File: config.mk
export PLATFORM = sky130hd
export DESIGN_NAME = modular_square_ggg_sequencer
export DESIGN_NICKNAME = d
export VERILOG_FILES = /design/src/rtl/modular_square_ggg_sequencer.sv
export SDC_FILE = /design/constraint.sdc
export NUM_CORES = 1
export LEC_CHECK = 0
export ABC_CLOCK_PERIOD_IN_PS = 3570
export BUFFER_PORTS_ARGS = -buffer_cell sky130_fd_sc_hd__buf_2
export CAP_MARGIN = 20
export CORE_UTILIZATION = 58
export CTS_BUF_LIST = sky130_fd_sc_hd__clkbuf_16
export CTS_CLUSTER_DIAMETER = 120
export DETAILED_ROUTE_END_ITERATION = 16
export GPL_ROUTABILITY_DRIVEN = 0
export HOLD_SLACK_MARGIN = 0.1
export PLACE_DENSITY = 0.82
export SKIP_LAST_GASP = 1
export SYNTH_ARGS = -nofsm -noshare
export SYNTH_HDL_FRONTEND = slang
export SYNTH_SLANG_ARGS = --single-unit
File: constraint.sdc
create_clock -name clk -period 3.57 [get_ports clk]
set_input_delay 0.1785 -clock clk [delete_from_list [all_inputs] [get_ports clk]]
set_output_delay 0.1785 -clock clk [all_outputs]
set_load 0.05 [all_outputs]
File: src/rtl/modular_square_ggg_sequencer.sv
// Control sequencer for the GGG modular-squaring datapath: seeds the datapath,
// gates ce for iterations x SQ_LATENCY enabled cycles, then holds the result for a valid/ready handshake.
module modular_square_ggg_sequencer #(
    parameter int NUM_ELEMENTS = 21,
    parameter int WORD_LEN     = 50,
    parameter int SQ_LATENCY   = 1,
    parameter int ITER_W       = 64
) (
    input  logic              clk,
    input  logic              reset,
    input  logic              start,
    input  logic [ITER_W-1:0] iterations,
    input  logic              pause,
    input  logic              abort,
    output logic              load_sq_in,
    output logic              ce,
    output logic              busy,
    output logic              out_valid,
    input  logic              out_ready,
    output logic [ITER_W-1:0] iter_count
);

    typedef enum logic [1:0] {
        ST_IDLE,
        ST_LOAD,
        ST_RUN,
        ST_HOLD
    } state_t;

    localparam logic [7:0] PHASE_LAST = 8'(SQ_LATENCY - 1);

    generate
        if (SQ_LATENCY < 1 || SQ_LATENCY > 255 || NUM_ELEMENTS < 1 || WORD_LEN < 1 || ITER_W < 1) begin : g_param_check
            $error("modular_square_ggg_sequencer: parameter out of range");
        end
    endgenerate

    state_t              state_q, state_d;
    logic [7:0]          phase_q, phase_d;
    logic [ITER_W-1:0]   iter_count_q, iter_count_d;
    logic [ITER_W-1:0]   target_q, target_d;
    logic [ITER_W:0]     count_inc;

    // One extra bit so the completion compare never sees a wrapped count.
    assign count_inc  = {1'b0, iter_count_q} + {{ITER_W{1'b0}}, 1'b1};
    assign iter_count = iter_count_q;

    always_ff @(posedge clk) begin
        if (reset) begin
            state_q      <= ST_IDLE;
            phase_q      <= 8'd0;
            iter_count_q <= '0;
            target_q     <= '0;
        end else begin
            state_q      <= state_d;
            phase_q      <= phase_d;
            iter_count_q <= iter_count_d;
            target_q     <= target_d;
        end
    end

    always_comb begin
        state_d      = state_q;
        phase_d      = phase_q;
        iter_count_d = iter_count_q;
        target_d     = target_q;
        load_sq_in   = (state_q == ST_LOAD);
        ce           = (state_q == ST_LOAD) || ((state_q == ST_RUN) && !pause);
        busy         = (state_q != ST_IDLE);
        out_valid    = (state_q == ST_HOLD);

        case (state_q)
            ST_IDLE: begin
                if (start && !abort) begin
                    state_d      = ST_LOAD;
                    target_d     = iterations;
                    iter_count_d = '0;
                    phase_d      = 8'd0;
                end
            end
            ST_LOAD: begin
                state_d = (target_q == '0) ? ST_HOLD : ST_RUN;
            end
            ST_RUN: begin
                if (!pause) begin
                    if (phase_q == PHASE_LAST) begin
                        phase_d      = 8'd0;
                        iter_count_d = count_inc[ITER_W-1:0];
                        if (count_inc == {1'b0, target_q}) begin
                            state_d = ST_HOLD;
                        end
                    end else begin
                        phase_d = phase_q + 8'd1;
                    end
                end
            end
            ST_HOLD: begin
                if (out_ready) begin
                    state_d = ST_IDLE;
                end
            end
            default: state_d = ST_IDLE;
        endcase

        // Abort overrides everything; counters keep the value they had when aborted.
        if (abort) begin
            state_d      = ST_IDLE;
            phase_d      = phase_q;
            iter_count_d = iter_count_q;
            target_d     = target_q;
        end
    end

endmodule
==> results.yml <==
placed_design:
  portBuffers: 137
  hpwl_um: 20000
  dp.cells: 1458
global_routing:
  first_global_vias: 9046
  grt_pass1_wl_um: 46200
  antenna_found_initial: 0
  use_met3_pct: 12.0
  grt.busiest_layer: "met2"
  grt_max_degree: 64
  use_met2_pct: 61.2
  grtUsageMet1_pct: 50.9
  grt_usage_pct: 39.8
  globalRouteOverflowTotal: 0
synth:
  postSynthAreaPerCell_um2: 7.28
  synth_fp_nets: 1246
  ys_ff_latch: 138
  synth_edf_count: 0
  ys_top_cells_by_count: "239 x nand2_1, 138 x dfxtp_1, 135 x a21oi_1, 78 x nor2_1, 77 x xnor2_1"
  synthArstFlopShare_pct: 0
  yosys.area.top_type_share_pct: 32.4
  synth_fa_ha_area_share_pct: 1.03
  synth_cell_types: 70
  synth-compound-area-share_pct: 15.1
  synth_cells: 1169
  synth_top_area_cell: "dfxtp_1"
  synth_xor_area_share_pct: 11.1
  synth_warnings: 0
  yosys-top-cells-area: "dfxtp_1 32%, nand2_1 11%, a21oi_1 7.9%, xnor2_1 7.9%, nor2_1 3.4%"
  netlist_area_um2: 8520
  synth_top_family_by_area: "simple AND/OR/NAND/NOR gates"
  ys.flop_type: "dfxtp_1"
  synth-simple-area-share_pct: 35.0
  ys_seq_area_share_pct: 32.4
  synthMuxAreaShare_pct: 0.353
  yosysMostFrequentCell: "nand2_1"
layout:
  multi_input_area_um2: 5370
  finalNonFillerCells: 1552
  register_area_um2: 2760
  area_delta_synth_final_pct: 27.0
  drive_gt1_share_pct: 18.4
  n_fill_cell: 1023
  utilization_pct: 76.7
  final_nets: 1439
  insertedDiodeCount: 0
sta:
  min_period_ns: 3.47
  setup_viol: 0
  fin_tns_setup_ns: 0
  fin_crit_sh_pct: 97.1
  fmax_ghz: 0.289
  relSlewSlack_pct: 52.3
  report.final.slew_viol_count: 0
  hold_viol_final: 0
  worst_pin_slew_ns: 0.713
  skew_ns: 0.0108
detailed_routing:
  routed_wl_um: 30100
  drt_first_iter_violations: 1506
  ant_nets: 0
  drc: 0
  drt_pass1_iterations: 9
  wire_per_inst_um: 19.4
  vias_per_cell: 6.46
  vias: 10000
critical_path:
  critical_path.cell_chain: "nand4_1 -> or4_1 -> nor4_1 -> buf_4 -> xnor2_1 -> o21ai_0 -> a2111oi_1 -> buf_4 -> and4bb_1 -> a22oi_2 -> mux2i_1"
  end_kind: "flop"
  cp.arrival_ns: 3.79
  critPathKind: "reg2reg"
  slowest_delay_ns: 0.59
  cp_max_fo: 10
  crit_top_cell: "buf_4"
  critPathRequiredTime_ns: 3.89
  worstSetupStartpointType: "flop"
  crit_slowest_cell: "or4_1"
clocking:
  clk_path_buf_depth: 2
  root_buffer: "clkbuf_16"
  numCtsBuffers: 17
  post-cts-setup-buffers: 0
  cts_max_level: 4
  clkSlewWorstSetupHoldPaths_ns: 0.06
  cts_tree: "built"
  worstSkewPairLatency_ns: 0.44
  clock_sinks: 138
power_and_ir_drop:
  power.density_nw_per_um2: 361
  ir_worst_vdd_mv: 0.307
  p_total_mw: 3.90
  p_leak_nw: 4.11
floorplanning:
  die_x_um: 123
  io_pins: 138
  dieArea_um2: 15200
  die_h_um: 123
  rows: 43
  start_util_pct: 60.4
  core_area_um2: 14100
outcome:
  run_status: "finished, final reports clean"
job:
  cap_violations: 0
hold_path:
  min-delay-path-class: "in2reg"
cell type report:
| type | instances | share of cell area, % |
|---|---|---|
| multi-input cells | 926 | 49.7 |
| flip-flops and latches | 138 | 25.5 |
| repair buffers | 262 | 16.5 |
| clock buffers | 17 | 3.93 |
| well taps | 180 | 2.08 |
| clock inverters | 12 | 1.64 |
| inverters | 17 | 0.590 |
per-layer routing:
layer	up-vias	share of wire, %
li1	4513	-
met1	4627	38
met2	746	45
met3	144	13
met4	0	4.6
met5	-	0
through the flow:
step | setup WS [ns] | hold slack [ns] | instance area (um^2)
floorplan | 0.0769 | 0.314 | 8520
global placement | 0.155 | 0.419 | 9520
detailed placement | 0.0854 | 0.425 | 9520
CTS | 0.0746 | 0.248 | 10800
global route | -0.0139 | 0.271 | 10800
finish | 0.105 | 0.256 | 10800
kinds of logic after synthesis:
logic type,Yosys count
DFF,138
and+or+nand+nor,586
xor gates and xnor gates,106
buffers and inverters,105
adders and majority gates,7
muxes,3
AOI/OAI and AO/OA,224
power by group:
part | switching [mW] | internal [mW]
clock network | 0.691 | 1.15
registers | 0.0482 | 1.58
logic | 0.239 | 0.193
state kept, by name, summed over array words and instances, names as in the netlist:
| name | count |
|---|---|
| target_q | 64 |
| state_q | 2 |
| phase_q | 8 |
| iter_count | 64 |
worst max-delay path, delay by kind of cell, from the launching register on:
kind,cells,cell delay (ns)
AO/OA/AOI/OAI,3,0.73
XOR/XNOR,1,0.17
buffers and inverters,2,0.40
flip-flops,1,0.52
multiplexers,1,0.15
AND/OR/NAND/NOR,4,1.36
cell usage in the layout, fill, tap and decap left out, types with 4 or more instances in the layout:
cell type and n:
a21o_1 5, a21oi_1 135, a31oi_1 4, and2_1 7, and3_1 10, and4_1 17, buf_2 136, buf_4 61
bufinv_16 4, clkbuf_16 17, dfxtp_1 138, dlygate4sd3_1 65, ha_1 7, inv_1 16, nand2_1 239, nand2b_1 5
nand3_1 31, nand3b_1 7, nand4_1 46, nor2_1 77, nor3_1 38, nor4_1 33, nor4_2 7, o2111ai_1 4
o21ai_0 42, or2_2 5, or3_1 25, or4_1 16, xnor2_1 77, xor2_1 28
final timing paths:
| path | start | to | slack, ns | cells past startpoint |
|---|---|---|---|---|
| min | reset | phase_q[0] | 0.26 | 2 |
| max reg2reg | iter_count[15] | state_q[1] | 0.10 | 11 |
| max | iter_count[15] | state_q[1] | 0.10 | 11 |
| min reg2reg | target_q[17] | target_q[17] | 0.49 | 2 |
repair_timing:
item / in CTS / in global routing
resized for setup: 0 / 9
endpoints found under the hold margin: 66 / 0
hold buffers: 65 / 0
setup endpoints to repair: 0 / 2
No activity file was read; power rests on OpenSTA's default activity.
